<file path="src/rtl/gpio_popcount_stage.sv">
// Serial popcount stage for the GPIO emulator multiply datapath: counts set bits of each
// product word BITS_PER_CYC at a time. Define POPCOUNT_PARITY_EN to drive out_parity.
module gpio_popcount_stage #(
  parameter int DATA_W       = 49,
  parameter int BITS_PER_CYC = 4,
  parameter int CNT_W        = 24
) (
  input  logic              clk,
  input  logic              n_reset,
  input  logic              in_valid,
  output logic              in_ready,
  input  logic [DATA_W-1:0] in_data,
  input  logic              in_ovf,
  output logic              out_valid,
  input  logic              out_ready,
  output logic [6:0]        out_ones,
  output logic              out_ovf,
  output logic              out_parity,
  output logic              busy,
  input  logic              clr,
  output logic [CNT_W-1:0]  total_ones,
  output logic [CNT_W-1:0]  word_cnt
);

  localparam int N      = (DATA_W + BITS_PER_CYC - 1) / BITS_PER_CYC;
  localparam int CYC_W  = (N > 1) ? $clog2(N) : 1;
  localparam int ONES_W = ($clog2(DATA_W + 1) > 7) ? $clog2(DATA_W + 1) : 7;
  // Padded to whole slices so the final slice sees zero fill above DATA_W.
  localparam int SREG_W = N * BITS_PER_CYC;
  localparam int SUM_W  = ((CNT_W > ONES_W) ? CNT_W : ONES_W) + 1;
  localparam logic [SUM_W-1:0] SUM_MAX = SUM_W'({CNT_W{1'b1}});
  localparam logic [CYC_W-1:0] LAST_CYC = CYC_W'(N - 1);

  typedef enum logic [1:0] {IDLE, COUNT, DONE} state_e;

  state_e              state_q;
  logic [SREG_W-1:0]   sreg_q;
  logic [CYC_W-1:0]    cyc_q;
  logic [ONES_W-1:0]   ones_q;
  logic                ovf_q;
  logic                valid_q;
  logic [CNT_W-1:0]    total_q;
  logic [CNT_W-1:0]    word_q;
  logic [CNT_W-1:0]    total_d;
  logic [SUM_W-1:0]    sum;
  logic                handshake;

  function automatic logic [ONES_W-1:0] slice_ones(input logic [BITS_PER_CYC-1:0] s);
    logic [ONES_W-1:0] c;
    c = '0;
    for (int i = 0; i < BITS_PER_CYC; i++) c = c + ONES_W'(s[i]);
    return c;
  endfunction

  assign handshake = (state_q == DONE) && out_ready;

  // NOTE: every variable assigned in always_comb gets a default first so no latch is inferred.
  always_comb begin
    sum     = SUM_W'(total_q) + SUM_W'(ones_q);
    total_d = total_q;
    if (sum > SUM_MAX) total_d = '1;
    else               total_d = sum[CNT_W-1:0];
  end

  // NOTE: sequential state uses non-blocking assignments so all registers update from pre-edge values.
  always_ff @(posedge clk or negedge n_reset) begin
    if (!n_reset) begin
      state_q <= IDLE;
      sreg_q  <= '0;
      cyc_q   <= '0;
      ones_q  <= '0;
      ovf_q   <= 1'b0;
      valid_q <= 1'b0;
      total_q <= '0;
      word_q  <= '0;
    end else begin
      case (state_q)
        IDLE: if (in_valid) begin
          sreg_q  <= SREG_W'(in_data);
          ovf_q   <= in_ovf;
          ones_q  <= '0;
          cyc_q   <= '0;
          state_q <= COUNT;
        end
        COUNT: begin
          ones_q <= ones_q + slice_ones(sreg_q[BITS_PER_CYC-1:0]);
          sreg_q <= sreg_q >> BITS_PER_CYC;
          cyc_q  <= cyc_q + CYC_W'(1);
          if (cyc_q == LAST_CYC) begin
            state_q <= DONE;
            valid_q <= 1'b1;
          end
        end
        DONE: if (out_ready) begin
          valid_q <= 1'b0;
          state_q <= IDLE;
        end
        default: state_q <= IDLE;
      endcase

      // A clear outranks the completing word; the word is then simply not counted.
      if (clr) begin
        total_q <= '0;
        word_q  <= '0;
      end else if (handshake) begin
        total_q <= total_d;
        word_q  <= word_q + CNT_W'(1);
      end
    end
  end

  assign in_ready   = (state_q == IDLE);
  assign busy       = (state_q != IDLE);
  assign out_valid  = valid_q;
  assign out_ones   = ones_q[6:0];
  assign out_ovf    = ovf_q;
  assign total_ones = total_q;
  assign word_cnt   = word_q;

`ifdef POPCOUNT_PARITY_EN
  assign out_parity = valid_q & ones_q[0];
`else
  assign out_parity = 1'b0;
`endif

endmodule
</file>
<file path="config.mk">
export PLATFORM = sky130hd
export DESIGN_NAME = gpio_popcount_stage
export DESIGN_NICKNAME = d
export VERILOG_FILES = /design/src/rtl/gpio_popcount_stage.sv
export SDC_FILE = /design/constraint.sdc
export NUM_CORES = 1
export LEC_CHECK = 0
export ABC_AREA = 1
export CELL_PAD_IN_SITES_DETAIL_PLACEMENT = 0
export CELL_PAD_IN_SITES_GLOBAL_PLACEMENT = 1
export CORE_MARGIN = 2
export CORE_UTILIZATION = 38
export CTS_CLUSTER_DIAMETER = 200
export DETAILED_ROUTE_END_ITERATION = 10
export PLACE_DENSITY = 0.9
export SKIP_LAST_GASP = 1
export SYNTH_ARGS = -nofsm -noshare
export SYNTH_HDL_FRONTEND = slang
export SYNTH_SLANG_ARGS = --single-unit
</file>
<file path="constraint.sdc">
create_clock -name clk -period 2.42 [get_ports clk]
set_input_delay 0.242 -clock clk [delete_from_list [all_inputs] [get_ports clk]]
set_output_delay 0.242 -clock clk [all_outputs]
set_load 0.02 [all_outputs]
</file>
## After elaboration in Yosys (flattened, before gate mapping)

Index checks and enable logic that the tools add are counted.

- Reduce and logical (&&, ||, !) cells: 10
- Magnitude comparators: 1
- Equality and inequality tests: 6
- Multiplexer cells: 18
- Add/sub/neg operators: 7

Operators with widths:

| kind | count |
|---|---|
| $mux W24 | 5 |
| $pmux W52 S2 | 1 |
| $mux W52 | 1 |
| $add A24 B7 Y25 | 1 |
| $gt A25 B24 Y1 const B | 1 |
| $add A24 B1 Y24 const B | 1 |
| $pmux W7 S2 | 1 |
| $pmux W4 S2 | 1 |
| $reduce_bool A2 Y1 | 4 |
| $add A7 B4 Y7 | 1 |
| $mux W7 | 1 |
| $mux W2 | 3 |
| $ne A2 B2 Y1 const B | 3 |
| $pmux W2 S3 | 1 |
| $reduce_and A3 Y1 | 2 |
| $add A3 B1 Y4 | 1 |
| $add A4 B1 Y4 const B | 1 |
| $eq A4 B4 Y1 const B | 1 |
| $mux W4 | 1 |
| $reduce_and A2 Y1 | 2 |
| $add A2 B1 Y3 | 1 |
| $add A1 B1 Y2 | 1 |
| $eq A2 B1 Y1 const B | 1 |
| $eq A2 B2 Y1 const B | 1 |
| other kinds (4) | 5 |

- Output and inout bits: 60
- Word-level logic and storage cells: 50
- Register bits: 115
- Input port bits: 55

## Depth between registers and ports, before layout

Gate-level depths: netlist of the first run.

- Depth after elaboration: 5
- Mapped depth: 15
- Depth with buffers taken out: 15

## Least setup slack after synthesis of the first run

Ideal clock, no wire load.

- Kind: reg2reg
- Start: register ones_q[0], in the netlist out_ones[0]
- End: register ones_q[6], in the netlist out_ones[6]
- Stages on the path, launching flop included: 13
- Clock period less this slack: 2,341 ps
- Setup time: 120 ps
- Path buffers: 0
- Slack: 79 ps
- Required time: 2,300 ps
- Arrival: 2,221 ps
- Cell sequence: dfrtp_1 -> fa_1 -> inv_1 -> fa_1 -> inv_1 -> fa_1 -> nand2_1 -> inv_1 -> nand2_1 -> nor2_1 -> nand3_1 -> o21ai_0 -> inv_1

- Longest elaborated chain between the ends: 2

RTL lines:

| item | line | text |
|---|---|---|
| from (decl) | 39 | `logic [ONES_W-1:0] ones_q;` |
| from (signal assigned) | 86 | `ones_q <= ones_q + slice_ones(sreg_q[BITS_PER_CYC-1:0]);` |
| $add A7 B4 Y7 | 86 |  |
| $pmux W7 S2 | 77 | `case (state_q)` |

Every way passes these cells.
A chain may end at the register's enable or synchronous reset.

## Worst setup path in the final report of the first run

Same ends and word-level chain as after synthesis.

==> flow_summary_export.csv, run 1 <==
group,metric,value,unit
clock_network,cts_buffers,9,
job,drv_cap,0,
drt,drt_iter0_markers,359,
sta,rsz0062_at_grt,"yes",
setup_path,worstPathRequired,2670,ps
drt,first_pass_iters,4,
sta,fin_skew,8.343,ps
placed_design,dp_hpwl,10740,µm
floorplan,die_h,130.4,µm
floorplan,dieArea,17000,µm²
sta,fin_crit_sh,93.17,%
drt,drc_errors,0,
floorplan,core_area,15770,µm²
setup_path,end_kind,"flop",
drt,routedWlPerCell,13.52,µm
synth,ys_warn_count,0,
floorplan,ioPinCount,115,
setup_path,cp-start-kind,"flop",
global_route,overflow,0,
floorplan,start_util,38.50,%
setup_path,crit_chain,"fa_1, inv_1, fa_2, inv_2, fa_2, nand2_1, inv_2, nand2_2, nor2_2, nand3_2, o21ai_1, inv_1",
global_route,grt_usage,18.18,%
layout,diodes,0,
clock_network,clk_latency,350,ps
layout,area_growth,29.41,%
setup_path,r2r_cells,12,
setup_path,r2r-start,"out_ones[0]",
pwr,power_density,848.8,nW/µm²
floorplan,die_x,130.4,µm
layout,fin_area,7856,µm²
global_route,grt_max_degree,53,
layout,layout-drive-gt1-share,7.424,%
synth,synth_area_leaders,"dfrtp_1 46%, nand2_1 12%, inv_1 7.5%, a21oi_1 5.4%, o22ai_1 4.6%",
setup_path,critical_path_arrival,2510,ps
synth,syn_avg_cell_area,7.665,µm²
sta,setup_viol,0,
synth,synth-async-reset-ratio,100.0,%
synth,yosysMostFrequentCell,"nand2_1",
sta,holdWs,350.3,ps
drt,viasPerCell,4.836,
global_route,grt_pass1_vias,5042,
synth,ys.flop_type,"dfrtp_1",
clock_network,cts_max_level,3,
placed_design,numPortBuffers,113,
clock_network,clkTransAtPathRegs,80,ps
placed_design,place_area,7468,µm²
setup_path,worstReg2RegEnd,"out_ones[6]",
sta,max-slew-margin-rel,61.69,%
outcome,status,"finished, final reports clean",
placed_design,place.gp.congestion,0.8205,
hold_path,hp-class,"input pin to asynchronous set/reset pin",
setup_path,critPathKind,"flop to flop",
synth,synth_common_cells,"195 x nand2_1, 121 x inv_1, 112 x dfrtp_1",
layout,nets,981,
global_route,antenna_found_initial,0,
placed_design,dp_cells,1110,
clock_network,clock-root-buffer,"clkbuf_16",
sta,drv_slew,0,
sta,worstMarginPinSlew,572.5,ps
synth,synth_area,6071,µm²
synth,yosys.area.top_type_share,46.17,%
sta,finalHoldViolations,0,
drt,ant_nets,0,
pwr,power_leakage,3.736,nW
clock_network,clock_path_buffers,2,
synth,syn-num-nets,862,
synth,synth_edf_count,0,
pwr,peakVddDrop,0.5912,mV
clock_network,cts.sink_count,112,
setup_path,critPathMaxFanout,2,
setup_path,critPathSlowestCell,"fa_1",
synth,synthCells,792,
synth,ys_types,38,
synth,ys_seq_elements,112,
synth,yosys.area.top_type,"dfrtp_1",
setup_path,max_stage_delay,530,ps
drt,vias,5474,
floorplan,core.rowCount,46,
setup_path,rrSetupSlack,170,ps
synth,synth-seq-area-share,46.17,%
drt,finalWirelength,15300,µm
clock_network,cts_tree,"yes",
sta,finalCriticalPeriod,2255,ps
layout,instances_no_fill,1132,
layout,final_util,49.82,%
global_route,grt_pass1_wl,24720,µm
sta,fmax,443.5,MHz
pwr,p_total,0.006668,W
repair_timing:
item	4_1_cts	5_1_grt
gates resized for setup	0	13
hold endpoints to repair	27	0
setup buffers	0	2
hold buffers	1	0
endpoints found under the setup margin	0	26
cells in the final DEF, fill, tap and decap left out, drive strengths merged:
master         count
clkdlybuf4s50    112
dfrtp            112
or2                1
clkbuf            11
buf               17
inv              132
clkinv             2
nand4             13
mux2i              1
o21ai             38
nand3             58
conb               1
nand2            197
ha                11
dlygate4sd3        1
xor2               3
nand3b             4
mux2               1
o22ai             45
clkinvlp           2
a31oi              3
nor3               9
o31ai              1
nor3b              1
nor2              63
a22o               5
xnor2              2
fa                 4
a21oi             66
critical path, delay by kind of cell, from the launching register on:
kind,cells,cell delay [ps]
compound gates,1,130
flops,1,400
fa+ha+maj,3,1050
simple gates,4,330
buf+inv,4,230
where the power goes:
group	internal [W]	switching [W]
Combinational	0.00101	0.00142
Clock	0.000773	0.000737
Sequential	0.00240	0.000323
logic make-up (layout without fill, tap and decap cells):
kind of cell	count (synthesis)	count (layout)	synth area share, %
xor gates and xnor gates	5	5	0.7215
adders and majority gates	15	15	3.586
DFF	112	112	46.17
AOI/OAI and AO/OA	158	158	14.37
muxes	2	2	0.3504
and+or+nand+nor	343	346	24.69
buffers and inverters	156	277	10.06
other	1	1	0.06177
layout make-up:
cell class | count | area (µm²)
sequential | 112 | 2803
timing repair buffer | 130 | 1271
clock buffer | 11 | 252.7
clock inverter | 5 | 48.80
fill | 1579 | 7914
inverter | 131 | 491.7
multi-input combinational | 527 | 2719
tap | 216 | 270.3
per-stage QoR:
| step | worst slack, ps | TNS, ps |
|---|---|---|
| final | 165.3 | 0 |
| after global routing | -34.64 | -51.45 |
| after CTS | 55.42 | 0 |
| after detailed placement | 78.98 | 0 |
| after global placement | 107.7 | 0 |
| after floorplan | 79.33 | 0 |
state kept, by name, summed over array words and instances, names as in the netlist:
signal	flops
total_ones	24
state_q	2
out_ovf	1
sreg_q	49
word_cnt	24
out_ones	7
out_valid	1
cyc_q	4
how the worst max path moves through the flow:
stage / startpoint / end / slack [ps] / cells after the start
after floorplan: out_ones[0] / out_ones[6] / 80 / 12
after global placement: out_ones[0] / out_ones[6] / 110 / 12
after detailed placement: out_ones[0] / out_ones[6] / 80 / 12
after CTS: out_ones[0] / total_ones[5] / 60 / 13
after global routing: out_ones[0] / out_ones[6] / -30 / 12
final: out_ones[0] / out_ones[6] / 170 / 12
routing by layer:
layer	part of all wire [%]	vias to the layer above	wire (µm)	track usage, %
li1	-	2826	-	-
met1	48	2549	7275	25.46
met2	48	86	7318	29.84
met3	3.5	13	531	2.443
met4	1.2	0	177	5.069
met5	0	-	0	0
Power figures use the tool's default switching activity.
==> run 2: changes to the inputs <==
- CORE_UTILIZATION: 38 -> 30
- PLACE_DENSITY: 0.9 -> 0.76
==> run 2 against run 1 <==
- setup slack lost 8.9 ps
- via count shrank 0.40%
- wire length grew 5.8%
- final area grew 0.25%
- worst hold slack lost 35 ps
- highest routed layer unchanged
==> flow_summary_export.csv, run 2 (synthesis gave the netlist of run 1 again) <==
group,metric,value,unit
global_route,grt_max_degree,91,
clock_network,clkTransAtPathRegs,90,ps
drt,routedWlPerCell,13.71,µm
layout,layout-drive-gt1-share,6.593,%
clock_network,cts.sink_count,112,
setup_path,worstPathRequired,2680,ps
layout,nets,975,
clock_network,clock-root-buffer,"clkbuf_16",
pwr,peakVddDrop,0.5981,mV
floorplan,dieArea,21390,µm²
drt,vias,5452,
clock_network,cts_tree,"yes",
drt,drt_iter0_markers,353,
global_route,grt_usage,15.79,%
sta,worstMarginPinSlew,560.9,ps
pwr,power_leakage,3.723,nW
floorplan,start_util,30.29,%
sta,max-slew-margin-rel,62.61,%
setup_path,end_kind,"flop",
floorplan,core_area,20040,µm²
job,drv_cap,0,
sta,rsz0062_at_grt,"no",
global_route,grt_pass1_wl,27430,µm
clock_network,clk_latency,360,ps
sta,finalCriticalPeriod,2264,ps
sta,tns,0,ps
layout,largest_reg_flops,49,
drt,finalWirelength,16180,µm
placed_design,numPortBuffers,113,
drt,viasPerCell,4.620,
drt,ant_nets,0,
placed_design,dp_hpwl,11460,µm
sta,finalHoldViolations,0,
sta,drv_slew,0,
placed_design,dp_worst_setup_slack,54.63,ps
setup_path,critical_path_arrival,2520,ps
clock_network,cts_max_level,3,
global_route,grt_pass1_vias,5485,
floorplan,ioPinCount,115,
drt,drc_errors,0,
drt,first_pass_iters,4,
setup_path,cp-start-kind,"flop",
hold_path,hp-class,"input pin to asynchronous set/reset pin",
sta,fin_skew,10.73,ps
floorplan,core.rowCount,52,
floorplan,die_x,146.3,µm
sta,setup_viol,0,
global_route,overflow,0,
floorplan,die_h,146.3,µm
setup_path,critPathKind,"flop to flop",
sta,setup_ws,156.3,ps
layout,diodes,0,
clock_network,cts_buffers,9,
clock_network,clock_path_buffers,2,
pwr,power_density,849.5,nW/µm²
layout,layout_commonest_cell,"nand2_1",
layout,area_growth,29.74,%
sta,fmax,441.8,MHz
layout,final_cell_mix,"194 x nand2_1, 119 x inv_1, 112 x dfrtp_1, 112 x clkdlybuf4s50_1, 66 x a21oi_1",
outcome,status,"finished, final reports clean",
placed_design,place.gp.congestion,0.7955,
sta,fin_crit_sh,93.54,%
pwr,p_total,0.006691,W
global_route,antenna_found_initial,0,
setup_path,critPathMaxFanout,2,
layout,largest-register,"sreg_q",
[run 2: layer usage]
layer / global-route usage [%] / wire [µm] / vias up
met3: 3.188 / 713 / 17
met4: 5.194 / 261 / 0
met2: 25.73 / 7527 / 92
met5: 0 / 0 / -
li1: - / - / 2812
met1: 21.15 / 7680 / 2531
[run 2: critical path, cell delays in order (launching register included)]
cell and delay [ps]:
dfrtp_1 410, fa_1 540, inv_1 50, fa_2 330, inv_2 70, fa_2 190, nand2_1 60, inv_2 70
nand2_2 60, nor2_4 130, nand3_2 70, o21ai_1 130, inv_1 40
[run 2: layout make-up]
type	count	area, µm²
repair buffers	127	1249
inverters	131	491.7
well taps	270	337.8
fillers	2150	12160
multi-input cells	524	2683
flip-flops and latches	112	2803
clock inverters	7	87.58
clock buffers	9	225.2
[run 2: worst paths after layout]
path / cells past startpoint / to / from / slack (ps)
worst min-delay path: 2 / sreg_q[32] / n_reset / 310
worst max-delay path: 12 / out_ones[6] / sreg_q[2] / 160
worst min register to register: 1 / cyc_q[3] / cyc_q[3] / 480
worst max register to register: 12 / out_ones[6] / sreg_q[2] / 160
min in group clk: 3 / out_ovf / in_ovf / 410
max in group asynchronous: 3 / total_ones[2] / n_reset / 1280
[run 2: per-stage QoR]
step                      area [µm²]  utilization (%)  hold slack, ps  instances
after floorplan                 6071                -          -53.59        792
after global placement          7521            37.53           171.0       1162
after detailed placement        7521            37.53           170.4       1162
after CTS                       7844            39.14           322.0       1179
after global routing            7876            39.30           346.8       1180
final                           7876            39.30           315.0       1180
[run 2: report_power, final]
part	total (W)	internal [W]	switching, W	leakage, nW
clock network	0.00157	0.000745	0.000827	0.148
registers	0.00272	0.00240	0.000321	1.41
logic	0.00240	0.000973	0.00142	2.16
total	0.00669	0.00412	0.00257	3.72
[run 2: repair_timing]
| item | in CTS | in global routing |
|---|---|---|
| gates resized for setup | 0 | 11 |
| hold buffers | 1 | 0 |
| setup buffers | 0 | 1 |
| endpoints found under the hold margin | 22 | 0 |
| endpoints found under the setup margin | 0 | 19 |
==> run 3: changes to the inputs <==
- RECOVER_POWER: default -> 50
- SLEW_MARGIN: default -> 20
==> run 3 against run 2 <==
- wire length about the same
- via count up 0.17%
- core utilization shrank 0.087 points
- critical path type unchanged
- clock power about the same
==> flow_summary_export.csv, run 3 (synthesis gave the netlist of run 1 again) <==
group,metric,value,unit
outcome,status,"finished, final reports clean",
sta,max-slew-margin-rel,5.326,%
floorplan,die_x,146.3,µm
clock_network,cts_tree,"yes",
sta,finalCriticalPeriod,2264,ps
placed_design,dp_hpwl,11460,µm
drt,drc_errors,0,
floorplan,ioPinCount,115,
clock_network,cts_max_level,3,
floorplan,dieArea,21390,µm²
clock_network,cts.sink_count,112,
floorplan,die_h,146.3,µm
setup_path,critPathMaxFanout,2,
setup_path,critPathKind,"flop to flop",
layout,area_growth,29.45,%
global_route,antenna_found_initial,0,
hold_path,hold_start,"in_ovf",
setup_path,r2r_cells,12,
layout,largest_reg_flops,49,
sta,rsz0062_at_grt,"no",
setup_path,cp-start-kind,"flop",
pwr,peakVddDrop,0.5967,mV
global_route,overflow,0,
hold_path,holdPathEnd,"out_ovf",
hold_path,min_path_cells,3,
setup_path,end_kind,"flop",
layout,final_cell_mix,"194 x nand2_1, 123 x inv_1, 112 x dfrtp_1, 103 x clkdlybuf4s50_1, 66 x a21oi_1",
drt,first_pass_iters,5,
drt,vias,5461,
sta,finalHoldViolations,0,
drt,viasPerCell,4.628,
global_route,grt_usage,15.79,%
global_route,grt_pass1_wl,27430,µm
clock_network,cts_buffers,9,
layout,layout-drive-gt1-share,5.824,%
drt,ant_nets,0,
layout,nets,975,
setup_path,critical_path_arrival,2520,ps
sta,fin_crit_sh,93.54,%
pwr,power_leakage,3.746,nW
sta,setup_viol,0,
pwr,power_density,848.7,nW/µm²
floorplan,start_util,30.29,%
sta,fmax,441.8,MHz
setup_path,r2r-start,"sreg_q[2]",
global_route,grt_max_degree,91,
clock_network,clock_path_buffers,2,
layout,largest-register,"sreg_q",
placed_design,numPortBuffers,113,
setup_path,rrSetupSlack,160,ps
hold_path,hp-class,"input pin to flop",
sta,holdWs,408.0,ps
floorplan,core_area,20040,µm²
sta,drv_slew,0,
job,drv_cap,0,
drt,routedWlPerCell,13.71,µm
layout,diodes,0,
setup_path,worstPathRequired,2680,ps
placed_design,place.gp.congestion,0.7955,
sta,tns,0,ps
setup_path,worstReg2RegEnd,"out_ones[6]",
clock_network,clock-root-buffer,"clkbuf_16",
sta,fin_skew,10.38,ps
layout,layout_commonest_cell,"nand2_1",
clock_network,clk_latency,360,ps
floorplan,core.rowCount,52,
setup_path,crit_start,"sreg_q[2]",
sta,worstMarginPinSlew,1420,ps
drt,drt_iter0_markers,366,
clock_network,clkTransAtPathRegs,80,ps
global_route,grt_pass1_vias,5485,
drt,finalWirelength,16180,µm
## run 3: cell types whose count changed in the layout (fill, tap and decap cells not counted), moves of 2 or more
cell / previous run / this run
clkdlybuf4s50_1: 112 / 103
clkbuf_1: 0 / 2
buf_4: 13 / 8
inv_1: 119 / 123
clkbuf_2: 0 / 3
dlygate4sd3_1: 1 / 10
inv_2: 11 / 7
## run 3: power breakdown
part           internal (W)  switching (W)
logic              0.000957        0.00142
clock network      0.000745       0.000829
registers           0.00240       0.000319
## run 3: worst max path at each step
stage                              to  cells past startpoint  slack [ps]
after CTS                 out_ones[6]                     12          50
final                     out_ones[6]                     12         160
after floorplan           out_ones[6]                     12          80
after global routing      out_ones[6]                     12        0.06
after detailed placement  out_ones[6]                     12          50
after global placement    out_ones[6]                     12         100
## run 3: routing by layer
layer / vias to the layer above / wire length [µm] / track usage (%)
met5: - / 0 / 0
li1: 2813 / - / -
met3: 17 / 742 / 3.188
met2: 100 / 7555 / 25.73
met1: 2531 / 7621 / 21.15
met4: 0 / 263 / 5.194
## run 3: stage by stage
| stage | std cells | area, µm² | power (W) | setup slack, ps | utilization, % |
|---|---|---|---|---|---|
| after floorplan | 792 | 6071 | 0.004361 | 79.33 | - |
| after global placement | 1162 | 7521 | 0.005106 | 102.5 | 37.53 |
| after detailed placement | 1162 | 7521 | 0.005157 | 54.63 | 37.53 |
| after CTS | 1179 | 7844 | 0.006756 | 46.31 | 39.14 |
| after global routing | 1180 | 7859 | 0.007191 | 0.06151 | 39.22 |
| final | 1180 | 7859 | 0.006670 | 156.3 | 39.22 |
## run 3: timing repair
item,CTS,global route
hold buffers,1,0
setup buffers,0,1
resized for setup,0,11
setup endpoints to repair,0,19
endpoints found under the hold margin,22,0
## run 3: layout make-up
class                   count  area, µm²
clock buffers               9      225.2
clock inverters             7      87.58
fillers                  2152      12180
inverters                 131      491.7
multi-input cells         524       2680
flip-flops and latches    112       2803
well taps                 270      337.8
repair buffers            127       1234
## run 3: critical path, stage by stage, from the launching register on
cell     delay, ps
dfrtp_1        410
fa_1           540
inv_1           50
fa_2           330
inv_2           70
fa_2           190
nand2_1         60
inv_2           70
nand2_2         60
nor2_4         130
nand3_2         70
o21ai_1        130
inv_1           40
